`config.mk`:
```
export PLATFORM = sky130hd
export DESIGN_NAME = pipelined_adder
export DESIGN_NICKNAME = d
export VERILOG_FILES = /design/src/rtl/adder_pkg.sv /design/src/rtl/adder_stage.sv /design/src/rtl/pipelined_adder.sv
export SDC_FILE = /design/constraint.sdc
export NUM_CORES = 1
export LEC_CHECK = 0
export BUFFER_PORTS_ARGS = -buffer_cell sky130_fd_sc_hd__buf_4
export CORE_ASPECT_RATIO = 1.4
export CORE_MARGIN = 5
export CORE_UTILIZATION = 51
export CTS_CLUSTER_SIZE = 20
export DETAILED_ROUTE_END_ITERATION = 6
export PLACE_DENSITY = 0.78
export SLEW_MARGIN = 0
export SYNTH_ARGS = -nofsm -noshare
export SYNTH_HDL_FRONTEND = slang
export SYNTH_SLANG_ARGS = --single-unit
```
`constraint.sdc`:
```
create_clock -name clk -period 3 [get_ports clk]
set_clock_uncertainty 0.15 [all_clocks]
set_input_delay 0.45 -clock clk [delete_from_list [all_inputs] [get_ports clk]]
set_output_delay 0.45 -clock clk [all_outputs]
set_load 0.01 [all_outputs]
```
`src/rtl/adder_pkg.sv`:
```
// Shared definitions for the pipelined adder: add/sub mode encoding, the per-stage
// control bundle and the full-adder cell that each slice is built from.
package adder_pkg;

    localparam logic ADD = 1'b0;
    localparam logic SUB = 1'b1;

    typedef struct packed {
        logic valid;
        logic sub;
        logic carry;
    } stage_ctl_t;

    // Returns {carry_out, sum}.
    function automatic logic [1:0] full_adder(input logic x, input logic y, input logic cin);
        return {(x & y) | (cin & (x ^ y)), x ^ y ^ cin};
    endfunction

endpackage

```
`src/rtl/adder_stage.sv`:
```
// One C-bit slice of the pipelined adder: a ripple chain of full-adder cells plus the
// registers that carry the slice's carry, mode, valid bit and operand/result skew forward.
module adder_stage
    import adder_pkg::*;
#(
    parameter int WIDTH = 6,
    parameter int C     = 3
) (
    input  logic             clk,
    input  logic             rst_n,
    input  logic             adv,
    input  logic             prev_valid,
    input  logic             prev_sub,
    input  logic             prev_carry,
    input  logic [WIDTH-1:0] prev_a,
    input  logic [WIDTH-1:0] prev_b,
    input  logic [WIDTH-1:0] prev_s,
    output logic             valid,
    output logic             sub,
    output logic             carry,
    output logic             ovf,
    output logic [WIDTH-1:0] opa,
    output logic [WIDTH-1:0] opb,
    output logic [WIDTH-1:0] s
);

    stage_ctl_t         ctl;
    logic [C-1:0]       b_eff;
    logic [C-1:0]       sum;
    logic [C:0]         cy;
    logic [WIDTH+C-1:0] s_ext;

    // Operands arrive shifted so this slice always works on the low C bits.
    // NOTE: every variable gets a default at the top of always_comb so no path can infer a latch.
    always_comb begin
        b_eff = prev_b[C-1:0] ^ {C{prev_sub}};
        sum   = '0;
        cy    = '0;
        cy[0] = prev_carry;
        for (int i = 0; i < C; i++) begin
            {cy[i+1], sum[i]} = full_adder(prev_a[i], b_eff[i], cy[i]);
        end
        s_ext = {sum, prev_s};
    end

    // NOTE: sequential state uses non-blocking assignments only, so stage-to-stage transfer is order independent.
    // NOTE: datapath registers are reset as well, so s never shows X after reset even under a bubble.
    always_ff @(posedge clk or negedge rst_n) begin
        if (!rst_n) begin
            ctl <= '0;
            ovf <= 1'b0;
            opa <= '0;
            opb <= '0;
            s   <= '0;
        end else if (adv) begin
            ctl <= '{valid: prev_valid, sub: prev_sub, carry: cy[C]};
            ovf <= cy[C] ^ cy[C-1];
            opa <= prev_a >> C;
            opb <= prev_b >> C;
            // Finished chunk enters at the top; after STAGES slices the result is aligned.
            s   <= s_ext[WIDTH+C-1:C];
        end
    end

    assign valid = ctl.valid;
    assign sub   = ctl.sub;
    assign carry = ctl.carry;

endmodule

```
`src/rtl/pipelined_adder.sv`:
```
// WIDTH-bit add/subtract split into STAGES carry-chained, registered slices with valid/ready
// handshakes. Define PIPELINED_ADDER_OVF_EN to add the registered signed-overflow output ovf.
module pipelined_adder
    import adder_pkg::*;
#(
    parameter int WIDTH  = 6,
    parameter int STAGES = 2
) (
    input  logic             clk,
    input  logic             rst_n,
    input  logic             in_valid,
    output logic             in_ready,
    input  logic [WIDTH-1:0] a,
    input  logic [WIDTH-1:0] b,
    input  logic             sub,
    output logic             out_valid,
    input  logic             out_ready,
    output logic [WIDTH:0]   s
`ifdef PIPELINED_ADDER_OVF_EN
    ,
    output logic             ovf
`endif
);

    localparam int C = WIDTH / STAGES;

    if (STAGES < 1 || STAGES > WIDTH || (WIDTH % STAGES) != 0) begin : g_bad_cfg
        $error("pipelined_adder: WIDTH must be a multiple of STAGES with 1 <= STAGES <= WIDTH");
    end

    logic [STAGES:0]   valid_p;
    logic [STAGES:0]   sub_p;
    logic [STAGES:0]   carry_p;
    logic [STAGES-1:0] ovf_p;
    logic [WIDTH-1:0]  a_p [STAGES+1];
    logic [WIDTH-1:0]  b_p [STAGES+1];
    logic [WIDTH-1:0]  s_p [STAGES+1];
    logic              adv;
    logic              unused_bits;

    // The whole pipe moves as one: any slot can advance iff the output slot is free or draining.
    assign adv      = !out_valid || out_ready;
    assign in_ready = adv;

    assign valid_p[0] = in_valid;
    assign sub_p[0]   = sub;
    assign carry_p[0] = (sub == SUB);
    assign a_p[0]     = a;
    assign b_p[0]     = b;
    assign s_p[0]     = '0;

    for (genvar k = 0; k < STAGES; k++) begin : g_stage
        adder_stage #(
            .WIDTH (WIDTH),
            .C     (C)
        ) u_stage (
            .clk        (clk),
            .rst_n      (rst_n),
            .adv        (adv),
            .prev_valid (valid_p[k]),
            .prev_sub   (sub_p[k]),
            .prev_carry (carry_p[k]),
            .prev_a     (a_p[k]),
            .prev_b     (b_p[k]),
            .prev_s     (s_p[k]),
            .valid      (valid_p[k+1]),
            .sub        (sub_p[k+1]),
            .carry      (carry_p[k+1]),
            .ovf        (ovf_p[k]),
            .opa        (a_p[k+1]),
            .opb        (b_p[k+1]),
            .s          (s_p[k+1])
        );
    end

    assign out_valid = valid_p[STAGES];
    assign s         = {carry_p[STAGES], s_p[STAGES]};

`ifdef PIPELINED_ADDER_OVF_EN
    assign ovf = ovf_p[STAGES-1];
`endif

    // Final-slot operand skew, mode bit and inner-slice overflow flags have no consumer.
    assign unused_bits = ^{sub_p[STAGES], a_p[STAGES], b_p[STAGES], ovf_p};

endmodule
```
Word level (Yosys, flattened, before mapping)
Index checks and enable logic that the tools add are counted.
{ "totals": {"out_inout_bits": 9, "elab_cells": 43, "inputBits": 17, "regBits": 20} }
{ "classes": {"n_reduce_logical": 2, "bitwise": 32} }
{ "op_table": {"columns": ["op", "n"], "rows": [
  ["$and A1 B1 Y1", 12],
  ["$xor A1 B1 Y1", 12],
  ["$or A1 B1 Y1", 6],
  ["$xor A3 B3 Y3", 2],
  ["$logic_not A1 Y1", 1],
  ["$logic_or A1 B1 Y1", 1]
]} }

Logic depth before layout (Yosys ltp)
{ "logic_depth": {"ltp_word": 8, "depth_mapped": 7, "depth_no_buf": 7} }

Modules after synthesis
A second synthesis with hierarchy kept.
{ "unflattened": {"hier_cells": 107, "hier_area_um2": 1624.1} }
{ "modules_own_cells": {"columns": ["module", "area_per_inst_um2", "cells_per_inst", "instances", "seq_area_each_um2"], "rows": [
  ["adder_stage", 803.3, 52, 2, 400.4],
  ["pipelined_adder", 17.5, 3, 1, 0.0]
]} }

Least setup slack after synthesis
OpenSTA, ideal clock, no wires.
{ "synth_timing": {"path_kind": "register to register", "startpoint": "register g_stage[0].u_stage.ctl (netlist bit g_stage[0].u_stage.sub)", "endpoint": "register g_stage[1].u_stage.s[5]", "arrival_time_ps": 1862, "required_time_ps": 2725, "setup_slack_ps": 863, "setup_ps": 125, "synth_period_minus_slack_ps": 2137, "path_stages_with_launch": 8, "n_path_buf": 0, "cell_sequence": "dfrtp_1 xor2_1 fa_1 inv_1 fa_1 inv_1 fa_1 mux2_4"} }
{ "synth_via": {"elab_chain_cells": 7, "word_cells_on_any_way": 11, "classes_between": "11 x bitwise"} }
{ "synth_rtl": {"columns": ["item", "line_no", "source"], "rows": [
  ["start, declared", "adder_stage.sv:27", "stage_ctl_t ctl;"],
  ["start signal, assigned", "adder_stage.sv:56", "ctl <= '{valid: prev_valid, sub: prev_sub, carry: cy[C]};"],
  ["$xor A3 B3 Y3 (*)", "adder_stage.sv:36", "b_eff = prev_b[C-1:0] ^ {C{prev_sub}};"],
  ["$xor A1 B1 Y1", "adder_pkg.sv:16", "return {(x & y) | (cin & (x ^ y)), x ^ y ^ cin};"],
  ["$and A1 B1 Y1", "adder_pkg.sv:16", null],
  ["$or A1 B1 Y1", "adder_pkg.sv:16", null],
  ["$and A1 B1 Y1", "adder_pkg.sv:16", null],
  ["$or A1 B1 Y1", "adder_pkg.sv:16", null],
  ["$xor A1 B1 Y1 (*)", "adder_pkg.sv:16", null],
  ["net g_stage[1].u_stage.s_ext[8]", "adder_stage.sv:31", "logic [WIDTH+C-1:0] s_ext;"],
  ["end signal, assigned", "adder_stage.sv:61", "s <= s_ext[WIDTH+C-1:C];"],
  ["end, declared", "adder_stage.sv:24", "output logic [WIDTH-1:0] s"]
]} }
Mark *: on every way through the listed nets, which the timed path passes. The rest lies on a longest branch.
A chain may end at the register's enable or synchronous reset.

Worst setup path in the final report
Same ends and word-level chain as after synthesis.

==> reports/metrics.yaml <==
clkLatencyLatePin_ns: 0.29
synthesis.area_um2: 1010
status: "completed"
stdcell_count: 111
fp.dieArea_um2: 2980
synth_top_cell_by_area: "dfrtp_1"
critPathLaunchType: "flop"
final_core_util: 0.643
via_count: 580
htree_levels: 1
ir_drop_mv: 0.334
fin_crit_sh: 0.752
clk_pin_slew_ns: 0.11
grt_pass1_vias: 648
cts_tree: "yes"
place_area_um2: 1190
die_height_um: 62.6
tightest_slew_ns: 0.373
design_area_um2: 1240
async_reset_ff_frac: 1.00
dp.cells: 106
ys.warnings.count: 0
powerDensity_nw_per_um2: 660
hold_violations: 0
crit_chain: "xor2_1 > fa_1 > inv_1 > fa_1 > inv_1 > fa_1 > mux2_4"
setup.worst_path.class: "reg2reg"
fin_tns_setup_ns: 0
power_uw: 817
drt_iter0_markers: 13
fin_nets: 113
critPathSlowestCell: "dfrtp_1"
io_buffer_count: 25
grt_usage: 0.122
wl_mm: 1.61
numCtsBuffers: 3
crit_required_ns: 3.03
ys_top_cells_by_count: "20 x dfrtp_1, 16 x mux2_4, 5 x fa_1, 5 x inv_1, 4 x xor2_1"
cts.sinks: 20
relSlewSlack: 0.751
ant_nets: 0
rows: 19
synthToLayoutAreaGrowth_pct: 22.8
clockBufferDepth: 2
leakage_uw: 0.000626
cts_resized: 0
end_kind: "flop"
crit_top_cell: "fa_1"
worstHoldStart: "b[5]"
yosysMostFrequentCell: "dfrtp_1"
yosys.cell_types.count: 14
gr-total-overflow: 0
hpwl_mm: 1.24
ys_seq_elements: 20
synth_area_leaders: "dfrtp_1 50%, mux2_4 24%, fa_1 9.9%"
root_buffer: "clkbuf_4"
critPathMaxStageDelay_ns: 0.45
ioPinCount: 26
seq_area_frac_synth: 0.496
setup_violations: 0
fmax_ghz: 0.443
hp-class: "in2reg"
core-area_um2: 1930
drive_above_1_share: 0.522
synth_top_cell_area_share: 0.496
grt_first_pass_wirelength_mm: 2.71
dr.pass1.iters: 2
ys.flop_type: "dfrtp_1"
cap_violations: 0
critPathMaxFanout: 4
drc: 0
start_util: 0.524
antenna_found_initial: 0
dieWidth_um: 47.6
holdBufCountCts: 1
drv_slew: 0
post_cts_buffers: 0
crit_start: "g_stage[0].u_stage.sub"
grt_max_degree: 22
place.gp.congestion: 0.700
wl_per_cell_um: 14.5
syn-num-nets: 85
period_needed_ns: 2.26
syn_inst: 63
num_antenna_cells: 0
timing.rr.start: "g_stage[0].u_stage.sub"
rsz0062_at_grt: "no"
arrival_ns: 2.29
syn_area_per_cell_um2: 16.0
synth_edf_count: 0
viasPerCell: 5.23
==> area by class of cell <==
type | instances | area [um^2]
fillers | 154 | 687
flip-flops and latches | 20 | 500
multi-input cells | 35 | 459
repair buffers | 26 | 198
clock buffers | 4 | 36.3
well taps | 21 | 26.3
inverters | 5 | 18.8
==> critical path, delay by kind of cell (launching register included) <==
| kind | cells | cell delay, ns |
|---|---|---|
| XOR/XNOR | 1 | 0.21 |
| adder cells (fa/ha/maj) | 3 | 0.96 |
| buffers and inverters | 2 | 0.12 |
| flip-flops | 1 | 0.45 |
| multiplexers | 1 | 0.26 |
==> power breakdown <==
part	switching [uW]	leakage, uW	internal (uW)	total, uW
combinational	105	0.000374	179	284
clock	75.4	0.0000210	73.8	149
sequential	46.7	0.000231	337	384
==> layout by cell type (no fill, tap or decap) <==
cell,instances
a21oi_1,2
buf_4,25
clkbuf_4,3
clkbuf_8,1
dfrtp_1,20
dlygate4sd3_1,1
fa_1,5
inv_1,5
mux2_2,1
mux2_4,16
mux2i_1,1
nand2b_1,1
nand2b_4,1
nor3b_1,2
xnor2_1,2
xor2_1,4
==> registers in the layout, summed over array words and instances, names as in the netlist <==
name / count
g_stage.u_stage.s: 9
g_stage.u_stage.opa: 3
g_stage.u_stage.valid: 2
g_stage.u_stage.opb: 3
g_stage.u_stage.carry: 2
g_stage.u_stage.sub: 1
==> metal layers <==
metal | share of wire | global-route usage | vias to the layer above
li1 | - | - | 260
met1 | 0.42 | 0.151 | 302
met2 | 0.51 | 0.196 | 16
met3 | 0.060 | 0.0346 | 2
met4 | 0.010 | 0.0404 | 0
met5 | 0 | 0 | -
==> path summary, 6_finish.rpt <==
path	endpoint	slack, ns	cells past startpoint
max	g_stage[1].u_stage.s[5]	0.74	7
min	g_stage[0].u_stage.opb[2]	0.23	2
max reg2reg	g_stage[1].u_stage.s[5]	0.74	7
min reg2reg	g_stage[1].u_stage.valid	0.33	1
max in group asynchronous	g_stage[1].u_stage.carry	2.08	2
min in group asynchronous	g_stage[1].u_stage.s[2]	0.42	2
==> per-stage QoR <==
| step | setup slack (ns) | hold slack [ns] |
|---|---|---|
| global route | 0.674 | 0.219 |
| detailed placement | 0.748 | 0.189 |
| CTS | 0.737 | 0.231 |
| finish | 0.743 | 0.233 |
| global placement | 0.851 | 0.188 |
| floorplan | 0.863 | 0.00441 |
==> cell families after synthesis <==
group	synth area share
buffers and inverters	0.0484
flip-flops	0.496
multiplexers	0.259
adder cells (fa/ha/maj)	0.0993
AO/OA/AOI/OAI	0.00993
XOR/XNOR	0.0521
AND/OR/NAND/NOR	0.0347
(Power assumes the default switching activity.)
